--- config.mk ---
export PLATFORM = sky130hd
export DESIGN_NAME = prince_ti_sbox_compress
export DESIGN_NICKNAME = d
export VERILOG_FILES = /design/src/rtl/prince_ti_sbox_compress.sv
export SDC_FILE = /design/constraint.sdc
export NUM_CORES = 1
export LEC_CHECK = 0
export ABC_AREA = 1
export CAP_MARGIN = 20
export CORE_AREA = 2 2 88 90
export CTS_CLUSTER_DIAMETER = 150
export DETAILED_ROUTE_END_ITERATION = 7
export DIE_AREA = 0 0 90 92
export SLEW_MARGIN = 15
export SYNTH_ARGS = -nofsm -noshare
export SYNTH_HDL_FRONTEND = slang
export SYNTH_SLANG_ARGS = --single-unit
--- constraint.sdc ---
create_clock -name clk_i -period 1.09 [get_ports clk_i]
set_clock_uncertainty 0.1 [all_clocks]
set_input_delay 0.1635 -clock clk_i [delete_from_list [all_inputs] [get_ports clk_i]]
set_output_delay 0.1635 -clock clk_i [all_outputs]
set_load 0.1 [all_outputs]
--- src/rtl/prince_ti_sbox_compress.sv ---
// Share compression stage after the PRINCE TI S-box slices: glitch-barrier register, then 8->2 share XOR compression.
// Optional PRINCE_TI_REMASK_EN adds rand_i, which remasks both output shares at the S2 load.
module prince_ti_sbox_compress (
  input  logic        clk_i,
  input  logic        rst_ni,
  input  logic [31:0] sh_i,
  input  logic        valid_i,
  output logic        ready_o,
  output logic [3:0]  out1_o,
  output logic [3:0]  out2_o,
  output logic        valid_o,
`ifdef PRINCE_TI_REMASK_EN
  input  logic [3:0]  rand_i,
`endif
  input  logic        ready_i
);

  localparam int unsigned NB     = 4;
  localparam int unsigned NSH_IN = 8;
  localparam int unsigned NHALF  = NSH_IN / 2;

  logic [NB*NSH_IN-1:0] r_s1;
  logic                 r_s1_v;
  logic [NB-1:0]        r_out1;
  logic [NB-1:0]        r_out2;
  logic                 r_s2_v;

  logic                 w_s2_adv;
  logic                 w_s1_adv;
  logic [NB-1:0]        w_c1;
  logic [NB-1:0]        w_c2;

  assign w_s2_adv = !r_s2_v || ready_i;
  assign w_s1_adv = !r_s1_v || w_s2_adv;

  // Each tree reads only the shares of its own bit, so slices never mix.
  always_comb begin
    w_c1 = '0;
    w_c2 = '0;
    for (int b = 0; b < int'(NB); b++) begin
      w_c1[b] = ^r_s1[NSH_IN*b +: NHALF];
      w_c2[b] = ^r_s1[NSH_IN*b + NHALF +: NHALF];
    end
`ifdef PRINCE_TI_REMASK_EN
    w_c1 = w_c1 ^ rand_i;
    w_c2 = w_c2 ^ rand_i;
`endif
  end

  always_ff @(posedge clk_i or negedge rst_ni) begin
    if (!rst_ni) begin
      r_s1   <= '0;
      r_s1_v <= 1'b0;
      r_out1 <= '0;
      r_out2 <= '0;
      r_s2_v <= 1'b0;
    end else begin
      if (w_s1_adv) begin
        r_s1_v <= valid_i;
      end
      // S1 is a pure register: no logic between sh_i and r_s1.
      if (w_s1_adv && valid_i) begin
        r_s1 <= sh_i;
      end
      if (w_s2_adv) begin
        r_s2_v <= r_s1_v;
      end
      if (w_s2_adv && r_s1_v) begin
        r_out1 <= w_c1;
        r_out2 <= w_c2;
      end
    end
  end

  assign ready_o = w_s1_adv;
  assign out1_o  = r_out1;
  assign out2_o  = r_out2;
  assign valid_o = r_s2_v;

endmodule

=== Word level (Yosys, flattened, before mapping) ===
Index checks and enable logic that the tools add are counted.

* Bits in registers: 42
* Bits of input ports: 36
* Output and inout port bits: 10
* Logic and storage cells: 19

* Reductions and logical operators: 14

{| class="wikitable"
|+ Operators by type and width
! cell !! number
|-
| $reduce_xor 4->1 || 8
|-
| $logic_and 1x1->1 || 2
|-
| $logic_not 1->1 || 2
|-
| $logic_or 1x1->1 || 2
|}

=== Longest topological paths before layout ===
* Word-level depth: 4
* Gate-level depth with buffers: 7
* Gate-level depth less buffers: 6

=== Worst setup path after synthesis ===
No wires, ideal clock.

* Path type: register to register
* Start point: register r_s2_v, in the netlist valid_o
* End point: register r_s1_v
* Setup time: 143 ps
* Data arrival time: 2259 ps
* Data required time: 847 ps
* Slack: -1412 ps
* Stages on the path, launching flop included: 6
* Buffers on the path: 2
* Period minus slack after synthesis: 2502 ps
* Cell sequence: dfrtp_1 > nand3_2 > nand2_2 > buf_6 > buf_6 > nand2_1

* Cells in the longest elaborated chain, start to end: 3

{| class="wikitable"
|+ RTL lines
! what !! RTL line !! RTL
|-
| from (decl) || 26 || <nowiki>logic r_s2_v;</nowiki>
|-
| from (signal assigned) || 66 || <nowiki>r_s2_v <= r_s1_v;</nowiki>
|-
| $logic_not 1->1 || 33 || <nowiki>assign w_s2_adv = !r_s2_v || ready_i;</nowiki>
|-
| $logic_or 1x1->1 || 33 ||
|-
| $logic_or 1x1->1 || 34 || <nowiki>assign w_s1_adv = !r_s1_v || w_s2_adv;</nowiki>
|-
| net ready_o || 8 || <nowiki>output logic ready_o,</nowiki>
|-
| to (signal assigned) || 59 || <nowiki>r_s1_v <= valid_i;</nowiki>
|-
| to (decl) || 23 || <nowiki>logic r_s1_v;</nowiki>
|}

The timed path passes the listed nets, and every way through them passes these cells.
A chain may end at the register's enable or synchronous reset.

=== Final worst setup path ===
* Start point: register r_s2_v, in the netlist valid_o
* End point: output port ready_o

* Cells in the longest elaborated chain, start to end: 3

{| class="wikitable"
|+ RTL lines
! what !! RTL line
|-
| $logic_not 1->1 || 33
|-
| $logic_or 1x1->1 || 33
|-
| $logic_or 1x1->1 || 34
|-
| to (decl) || 8
|}

Every way passes these cells.

==> metrics.csv <==
stage,metric,value,unit
status,status,"complete, but fails checks",
status,failing checks,setup timing,
run,max_cap viols,0,
sta,post-route setup slack,-0.315,ns
layout,Final Cell Area,3400,sq um
grt,vias in the first global route,1884,
die,Horiz. Die Dim,90,um
yosys,Synth Area per Inst,7.42,sq um
routing,first drt pass iteration count,4,
place,placed cell areas,2920,sq um
clock_network,clk slew on worst S/H paths,0.09,ns
sta,relative slew slack,71.7,%
die,die footprint,8280,sq um
routing,Residual DRC,0,
sta,fmax,0.712,GHz
layout,end-of-flow core utilization,45.6,%
routing,vias,1990,
yosys,"top cells by area, synth","dfrtp_1, nand2_1, a21oi_2",
die,Chip Height,92,um
sta,share of the clock period used by the worst path,129,%
sta,final setup fails,52,
place,DP Cell Count,440,
clock_network,total CTS buffers,5,
clock_network,# clock sinks,42,
yosys,#FFs+latches synth,42,
yosys,Mapped Cells,289,
layout,filler-free cell count of the finished design,462,
routing,"wirelength, routed",5190,um
worst_setup_path,Crit Path Category,flop to output port,
sta,"Slew Viols, Final",0,
layout,share of post-route cells with drive strength above 1,28.3,%
grt,GRT overflow,0,
clock_network,clock buffer depth,2,
yosys,YS warnings,0,
worst_setup_path,"Max FO, Critical Path",3,
worst_setup_path,critical path required time,0.83,ns
worst_setup_path,CP Launch Type,flop,
grt,pin count of the biggest net entering global routing,43,
sta,Setup TNS,-11.22,ns
worst_setup_path,CP Capture Type,output port,
layout,register area,1060,sq um
yosys,Synth area leader,dfrtp_1,
pwr,PwrDens,1950,nW/um^2
routing,Detail Route Antenna Nets,0,
grt,All-Layer GR Usage,12.4,%
pwr,Leak,1.69,nW
sta,Slew @ Worst Pin,0.423,ns
place,Routability Congestion,0.701,
layout,area grow syn2layout,58.3,%
yosys,register area share after synthesis,49.0,%
pwr,total power,6.63,mW
sta,min cycle time layout,1.40,ns
yosys,Mapped Nets,325,
clock_network,H-tree levels,2,
grt,first-pass GRT wire length,8200,um
layout,fill cell count,749,
routing,via/cell ratio,4.31,
yosys,Synth Cell Area,2150,sq um
die,Initial Util,28.8,%
clock_network,Skew-Pair Late Insertion Delay,0.30,ns
sta,RSZ-0062 raised after global routing,yes,
die,# IOs,46,
worst_setup_path,data arrival time of the worst path,1.14,ns
routing,initial DRC count,75,
routing,WL per Instance,11.2,um
grt,initial antenna violation count,0,
die,Core ar.,7450,sq um
layout,Ant. Diodes,0,
place,hpwl dp,3400,um
layout,nets@finish,395,
sta,Fin Hold WS,0.272,ns
sta,final hold vios,0,
worst_hold_path,min-delay worst type,input port to asynchronous set/reset pin,
clock_network,CTS tree,built,
place,DP Worst Slack,-0.425,ns
yosys,top cell type's share of synthesized area,49.0,%
yosys,count of different cell masters after synthesis,12,
die,row count,32,
clock_network,Root Driver,clkbuf_8,
pwr,Peak VDD IR,1.01,mV
place,PortBufs,45,
layout,multi-input logic area,1050,sq um
## metal layers
layer / part of all wire, % / global-route usage, % / vias to the layer above
met5: 0 / 0 / -
met4: 1.4 / 4.49 / 0
met3: 4.4 / 3.37 / 6
met2: 51 / 22.3 / 31
met1: 44 / 14.1 / 934
li1: - / - / 1019
## registers in the layout, indices dropped and copies added, names as in the netlist
name,cells
out1_o,4
out2_o,4
valid_o,1
r_s1_v,1
r_s1,32
## power by group
group          total [mW]  internal (mW)  switching, mW
sequential           2.18           1.89          0.283
clock                1.30          0.748          0.549
combinational        3.15           1.31           1.85
## layout make-up
class,instances,area share (%)
multi-input combinational,207,31.0
inverter,34,3.90
clock buffer,7,2.54
sequential,42,31.3
tap,102,3.76
timing repair buffer,69,26.5
clock inverter,1,0.884
## repair_timing
item,4_1_cts,5_1_grt
buffers inserted,4,3
cloned,3,3
gates resized for setup,43,4
hold endpoints to repair,42,0
hold buffers,1,0
setup endpoints to repair,51,52
pin swaps,2,1
## worst max-delay path: stages (launching register included)
cell     delay [ns]
dfrtp_4        0.50
nand3_4        0.07
buf_6          0.11
buf_12         0.16
## Yosys cell counts
master,count
a21oi_1,15
nand3_2,1
nand3_1,8
a21oi_2,17
nand2_1,131
nand2_2,2
buf_6,5
nor2_1,32
dfrtp_1,42
buf_2,1
inv_1,34
buf_4,1
## cell families after synthesis
family | count (synthesis) | share of synthesized area (%)
compound gates | 32 | 10.4
flops | 42 | 49.0
buf+inv | 41 | 9.15
simple gates | 174 | 31.4
## final timing paths
path,startpoint,end,slack (ns),cells after the start
setup / recovery,valid_o,ready_o,-0.31,3
min in group clk_i,sh_i[29],r_s1[29],0.34,3
hold / removal,rst_ni,r_s1[23],0.27,3
setup reg to reg,valid_o,out2_o[0],-0.28,6
max in group asynchronous,rst_ni,out2_o[2],0.40,3
hold reg to reg,out2_o[1],out2_o[1],0.43,2
## layout by cell type, fill, tap and decap left out, types with 3 or more instances in the layout
cell	n
nand2_1	128
nor2_4	4
clkbuf_8	6
dfrtp_1	33
buf_12	14
nand2_8	3
buf_4	10
nor2_2	19
dfrtp_2	8
nor2_1	9
a21oi_2	20
nand3_1	8
clkdlybuf4s50_1	34
a21oi_1	12
inv_1	32
(Power assumes the default switching activity.)
